## src/rtl/jt51_acc_sched_pkg.sv

```systemverilog
// Shared definitions for the jt51 accumulator slot scheduler:
// slot positions of the group-entry strobes, group encodings,
// configuration field widths and the word carried down the delay line.
package jt51_acc_sched_pkg;

    localparam logic [4:0] SLOT_M1   = 5'd0;
    localparam logic [4:0] SLOT_M2   = 5'd8;
    localparam logic [4:0] SLOT_C1   = 5'd16;
    localparam logic [4:0] SLOT_C2   = 5'd24;
    localparam logic [4:0] SLOT_OP31 = 5'd31;

    // Group is slot[4:3]; channel is slot[2:0].
    typedef enum logic [1:0] {
        GRP_M1 = 2'd0,
        GRP_M2 = 2'd1,
        GRP_C1 = 2'd2,
        GRP_C2 = 2'd3
    } grp_e;

    localparam int RL_W   = 2;
    localparam int CON_W  = 3;
    localparam int CH_W   = 3;
    localparam int NUM_CH = 8;

    typedef struct packed {
        logic             m1;
        logic             m2;
        logic             c1;
        logic             c2;
        logic             op31;
        logic [RL_W-1:0]  rl;
        logic [CON_W-1:0] con;
    } acc_word_t;

    localparam int WORD_W = $bits(acc_word_t);

    // Raw strobes for a slot, bundled with that slot's channel config.
    function automatic acc_word_t decode_slot(input logic [4:0] s,
                                              input logic [RL_W-1:0] rl,
                                              input logic [CON_W-1:0] con);
        acc_word_t w;
        w.m1   = (s == SLOT_M1);
        w.m2   = (s == SLOT_M2);
        w.c1   = (s == SLOT_C1);
        w.c2   = (s == SLOT_C2);
        w.op31 = (s == SLOT_OP31);
        w.rl   = rl;
        w.con  = con;
        return w;
    endfunction

endpackage

```

## src/rtl/jt51_acc_sched_dly.sv

```systemverilog
// jt51_sched_dly: generic cen-gated delay line of STAGES steps.
// STAGES=0 degenerates to a plain wire. Cleared by synchronous active-low reset.
module jt51_sched_dly #(
    parameter int WIDTH  = 1,
    parameter int STAGES = 1
) (
    input  logic             clk,
    input  logic             rst_n,
    input  logic             cen,
    input  logic [WIDTH-1:0] din,
    output logic [WIDTH-1:0] dout
);

    generate
        if (STAGES == 0) begin : g_wire
            logic unused_ctrl;
            assign unused_ctrl = &{1'b0, clk, rst_n, cen};
            assign dout = din;
        end else begin : g_line
            logic [STAGES-1:0][WIDTH-1:0] line_q, line_d;

            // Shift one position per cen step, holding otherwise
            always_comb begin
                line_d = line_q;
                if (cen) begin
                    line_d[0] = din;
                    for (int i = 1; i < STAGES; i++) begin
                        line_d[i] = line_q[i-1];
                    end
                end
            end

            // Delay line storage with reset clear
            always_ff @(posedge clk) begin
                if (!rst_n) line_q <= '0;
                else        line_q <= line_d;
            end

            assign dout = line_q[STAGES-1];
        end
    endgenerate

endmodule

```

## src/rtl/jt51_acc_sched.sv

```systemverilog
// jt51_acc_sched: 32-slot operator frame scheduler for the output accumulator.
// Generates group-entry and slot-31 strobes aligned to the accumulator stage
// and supplies per-channel rl/con from a double-buffered config bank.
// Optional feature macro: JT51_ACC_MUTE_EN adds a per-channel mute mask.
module jt51_acc_sched
    import jt51_acc_sched_pkg::*;
#(
    parameter int ACC_DLY = 2
) (
    input  logic             clk,
    input  logic             rst_n,
    input  logic             cen,
    input  logic             cfg_we,
    input  logic [CH_W-1:0]  cfg_ch,
    input  logic [RL_W-1:0]  cfg_rl,
    input  logic [CON_W-1:0] cfg_con,
`ifdef JT51_ACC_MUTE_EN
    input  logic [NUM_CH-1:0] mute,
`endif
    output logic [4:0]       slot,
    output logic             m1_enters,
    output logic             m2_enters,
    output logic             c1_enters,
    output logic             c2_enters,
    output logic             op31_acc,
    output logic [RL_W-1:0]  rl_I,
    output logic [CON_W-1:0] con_I,
    output logic             sample_stb
);

    logic [4:0]                     slot_q, slot_d;
    logic [NUM_CH-1:0][RL_W-1:0]    stg_rl_q, stg_rl_d, act_rl_q, act_rl_d;
    logic [NUM_CH-1:0][CON_W-1:0]   stg_con_q, stg_con_d, act_con_q, act_con_d;
`ifdef JT51_ACC_MUTE_EN
    logic [NUM_CH-1:0]              act_mute_q, act_mute_d;
`endif
    acc_word_t                      raw_word, out_q, out_d;
    logic [WORD_W-1:0]              raw_bits, dly_bits;
    logic                           sample_stb_q, sample_stb_d;
    logic [RL_W-1:0]                raw_rl;

    // Slot advance, staging writes and frame commit (write on commit edge bypasses)
    always_comb begin
        slot_d    = slot_q;
        stg_rl_d  = stg_rl_q;
        stg_con_d = stg_con_q;
        act_rl_d  = act_rl_q;
        act_con_d = act_con_q;
`ifdef JT51_ACC_MUTE_EN
        act_mute_d = act_mute_q;
`endif
        if (cfg_we) begin
            stg_rl_d[cfg_ch]  = cfg_rl;
            stg_con_d[cfg_ch] = cfg_con;
        end
        if (cen) begin
            slot_d = slot_q + 5'd1;
            if (slot_q == SLOT_OP31) begin
                act_rl_d  = stg_rl_d;
                act_con_d = stg_con_d;
`ifdef JT51_ACC_MUTE_EN
                act_mute_d = mute;
`endif
            end
        end
    end

    // Raw strobes and active-bank config for the channel at the current slot
    always_comb begin
        raw_rl = act_rl_q[slot_q[2:0]];
`ifdef JT51_ACC_MUTE_EN
        if (act_mute_q[slot_q[2:0]]) raw_rl = '0;
`endif
        raw_word = decode_slot(slot_q, raw_rl, act_con_q[slot_q[2:0]]);
    end

    assign raw_bits = raw_word;

    jt51_sched_dly #(
        .WIDTH  (WORD_W),
        .STAGES (ACC_DLY)
    ) u_dly (
        .clk    (clk),
        .rst_n  (rst_n),
        .cen    (cen),
        .din    (raw_bits),
        .dout   (dly_bits)
    );

    // Output register loads on cen; sample strobe lasts a single clk only
    always_comb begin
        out_d        = out_q;
        sample_stb_d = 1'b0;
        if (cen) begin
            out_d        = acc_word_t'(dly_bits);
            sample_stb_d = out_d.c1;
        end
    end

    // State registers; reset dominates cen and cfg_we
    always_ff @(posedge clk) begin
        if (!rst_n) begin
            slot_q       <= '0;
            stg_rl_q     <= '0;
            stg_con_q    <= '0;
            act_rl_q     <= '0;
            act_con_q    <= '0;
`ifdef JT51_ACC_MUTE_EN
            act_mute_q   <= '0;
`endif
            out_q        <= '0;
            sample_stb_q <= 1'b0;
        end else begin
            slot_q       <= slot_d;
            stg_rl_q     <= stg_rl_d;
            stg_con_q    <= stg_con_d;
            act_rl_q     <= act_rl_d;
            act_con_q    <= act_con_d;
`ifdef JT51_ACC_MUTE_EN
            act_mute_q   <= act_mute_d;
`endif
            out_q        <= out_d;
            sample_stb_q <= sample_stb_d;
        end
    end

    assign slot       = slot_q;
    assign m1_enters  = out_q.m1;
    assign m2_enters  = out_q.m2;
    assign c1_enters  = out_q.c1;
    assign c2_enters  = out_q.c2;
    assign op31_acc   = out_q.op31;
    assign rl_I       = out_q.rl;
    assign con_I      = out_q.con;
    assign sample_stb = sample_stb_q;

endmodule

```

## config.mk

```make
export PLATFORM = sky130hd
export DESIGN_NAME = jt51_acc_sched
export DESIGN_NICKNAME = d
export VERILOG_FILES = /design/src/rtl/jt51_acc_sched_pkg.sv /design/src/rtl/jt51_acc_sched_dly.sv /design/src/rtl/jt51_acc_sched.sv
export SDC_FILE = /design/constraint.sdc
export NUM_CORES = 1
export LEC_CHECK = 0
export BUFFER_PORTS_ARGS = -buffer_cell sky130_fd_sc_hd__buf_2
export CORE_ASPECT_RATIO = 0.7
export CORE_UTILIZATION = 54
export DETAILED_ROUTE_END_ITERATION = 16
export MAX_ROUTING_LAYER = met4
export PLACE_DENSITY = 0.81
export SLEW_MARGIN = 20
export SYNTH_ARGS = -nofsm -noshare
export SYNTH_HDL_FRONTEND = slang
export SYNTH_SLANG_ARGS = --single-unit
```

## constraint.sdc

```tcl
create_clock -name clk -period 1.6 [get_ports clk]
set_input_delay 0.16 -clock clk [delete_from_list [all_inputs] [get_ports clk]]
set_output_delay 0.16 -clock clk [all_outputs]
set_load 0.005 [all_outputs]
```

==> results by group <==
Run status
  • Status: complete, no violations

Critical path
  • CP max-delay cell: dfxtp_2
  • CP Class: register to register
  • Crit-path max cell delay: approximately 0.33 ns
  • CP top delay family: simple AND/OR/NAND/NOR gates
  • Required time worst endpoint: 1.89 ns
  • Worst setup EP type: register
  • Most used cell along the critical path: ha_4
  • CP Max Fanout: 5
  • Worst Path Buf+Inv: 2
  • Critical path cell sequence: ha_4, and3_4, ha_4, and2_4, buf_12, clkbuf_16, a21oi_2, nor2_1
  • CP arrival: 1.88 ns
  • Critical path launch point type: register

Floorplanning
  • DIE WIDTH: 111 um
  • Row cnt: 27
  • Die Footprint: 8630 um^2
  • Die height: 78.0 um
  • Top-Level Pins: 28
  • Initial Utilization: 56.2%
  • CORE AREA: 7940 um^2

Synthesis
  • Seq cells post-synth: 116
  • Yosys warns: 0
  • Async S/R FF share, synth: 0%
  • Area contributors post-synth: dfxtp_1, mux2i_1, nor2_1
  • Predominant post-synthesis flop cell: dfxtp_1
  • Syn avg cell area: 10.2 um^2
  • Synth Cell Area: 4460 um^2
  • Yosys top cell by area: dfxtp_1
  • Area share of the leading cell type in the synthesized netlist: around 52%
  • Seq/Total Area, Yosys: between 50% and 60%
  • Syn nets: 452
  • Post-synth EDFFs: 0
  • Cell count after synthesis: ~440
  • Synth cell types: 34

STA
  • Final worst slack: 0.0130 ns
  • Total negative setup slack: 0 ns
  • Count of final max-slew check failures: 0
  • Rel. slew slack: between 70% and 80%
  • Endpoints failing hold: 0
  • Final period util: 99.2%
  • Fin Clk Skew: 0.00670 ns
  • Worst slew pin tran: 0.391 ns
  • Period minus WS final: 1.59 ns
  • Hold slack: 0.108 ns
  • Endpoints failing setup: 0
  • RSZ-0062 raised after global routing: true
  • Max frequency: 630 MHz

Clock tree
  • Later-pin clock latency in the skew report: 0.41 ns
  • CTS Hold Bufs: 0
  • CTS tree: built
  • Clock Tree Root: clkbuf_16
  • Clock slew at reported path FFs: ~0.05 ns
  • CTS HTree Levels: 4
  • TritonCTS Buffers: 17
  • CTS max path bufs: 2
  • Clock Sinks: 116

Global routing
  • Vias in the first global route: 3152
  • Total GRT Usage: 25.2%
  • Grt ovf: 0
  • Initial antenna violation count: 0
  • First-pass GRT wire length: 16200 um
  • Largest net degree at the start of global routing: 52

Hold path
  • Min-delay worst type: primary input to register

Detailed routing
  • DR WL/cell: 18.4 um
  • Via count: about 3400
  • DRT iter0 DRCs: 246
  • Router iterations before antenna repair: 5
  • Via density: 5.81
  • Post-DRT Antenna Nets: 0
  • Total Wirelength: 10700 um
  • Drt drc: 0

Placement
  • DP Worst Slack: -0.0642 ns
  • IO Port Bufs: 27
  • Post-DP HPWL: just over 6000 um
  • Placed cells: around 550
  • Gpl congestion: 0.783

Final layout
  • Ratio of cells with drive above 1 in the final layout: a little over a quarter
  • Commonest non-fill, non-tap cell in the layout: dfxtp_1
  • Commonest non-fill, non-tap cells in the layout: dfxtp_1, nor2_1, mux2i_1
  • Non-filler cells, final: between 500 and 600
  • Ant. Diodes: 0
  • Area grow syn2layout: 25.6%
  • Fin nets: 485

Pwr
  • Lkg Pwr: 0.00227 uW
  • Maximum vdd ir drop: between 0.9 and 1 mV
  • Pwr dens: approximately 1200 nW/um^2

Run
  • Maxcap violations: 0
-- metal layers --
| metal | vias up | share of wire (%) | global-route usage [%] |
|---|---|---|---|
| met4 | 0 | 1.8 | 8.00 |
| met5 | - | 0 | - |
| li1 | 1588 | - | - |
| met3 | 21 | 6.8 | 9.03 |
| met1 | 1660 | 45 | 32.8 |
| met2 | 119 | 47 | 36.6 |
-- layout make-up --
cell class / count / area (um^2)
Clock buffer: 26 / 489
Inverter: 4 / 15.0
Multi-Input combinational cell: 277 / 2100
Fill cell: 528 / 2340
Tap cell: 101 / 126
Clock inverter: 5 / 50.0
Timing Repair Buffer: 54 / 494
Sequential cell: 116 / 2320
-- metrics by stage --
| stage | cell area, um^2 | utilization, % | power, uW |
|---|---|---|---|
| finish | 5600 | 70.6 | 6710 |
| global route | 5600 | 70.6 | 6940 |
| CTS | 5400 | 68.0 | 6750 |
| detailed placement | 4750 | 59.9 | 3310 |
| global placement | 4750 | 59.9 | 3300 |
| floorplan | 4470 | - | 3220 |
-- sequential cells by signal (all words and copies together) (netlist names) --
register and flops:
act_con_q 24, act_rl_q 16, c1_enters 1, c2_enters 1, con_I 3, m1_enters 1, m2_enters 1, op31_acc 1
rl_I 2, sample_stb 1, slot 5, stg_con_q 24, stg_rl_q 16, u_dly.dout 10, u_dly.g_line.line_q 10
-- power by group --
| part | switching, uW | internal (uW) |
|---|---|---|
| Sequential | 15.9 | 2930 |
| Clock | 1200 | 2230 |
| Combinational | 215 | 125 |
| Total | 1430 | 5290 |
-- cell usage after synthesis (3+ instances only) --
master / number
dfxtp_1: 116
nor2_1: 112
mux2i_1: 62
a211oi_1: 35
clkbuf_1: 26
buf_2: 11
nand2_1: 11
mux2_2: 10
o31ai_1: 6
a211oi_2: 5
mux4_2: 5
o22ai_1: 5
nand4b_1: 4
ha_1: 3
inv_1: 3
-- path summary, 6_finish.rpt --
check | start | cells after the start | endpoint | slack [ns]
setup / recovery | slot[1]$_SDFFE_PN0P_ | 8 | u_dly.g_line.line_q[5]$_SDFFE_PN0P_ | 0.01
setup reg to reg | slot[1]$_SDFFE_PN0P_ | 8 | u_dly.g_line.line_q[5]$_SDFFE_PN0P_ | 0.01
hold / removal | rst_n | 2 | sample_stb$_SDFF_PN0_ | 0.11
hold reg to reg | u_dly.g_line.line_q[7]$_SDFFE_PN0P_ | 2 | u_dly.g_line.line_q[7]$_SDFFE_PN0P_ | 0.45
-- cell families (layout without fill, tap and decap cells) --
logic type	after synthesis	in the layout	synth area share (%)
buffers and inverters	44	89	4.26
AO/OA/AOI/OAI	55	55	9.65
adder cells (fa/ha/maj)	3	3	0.842
AND/OR/NAND/NOR	139	139	13.6
multiplexers	77	77	19.0
XOR/XNOR	3	3	0.589
flip-flops	116	116	52.1
-- timing repair --
action / in CTS / in global routing
pin swaps: 5 / 2
gates resized for setup: 15 / 20
setup buffers: 0 / 1
endpoints found under the setup margin: 27 / 44
cloned: 1 / 4
Power figures use the tool's default switching activity.
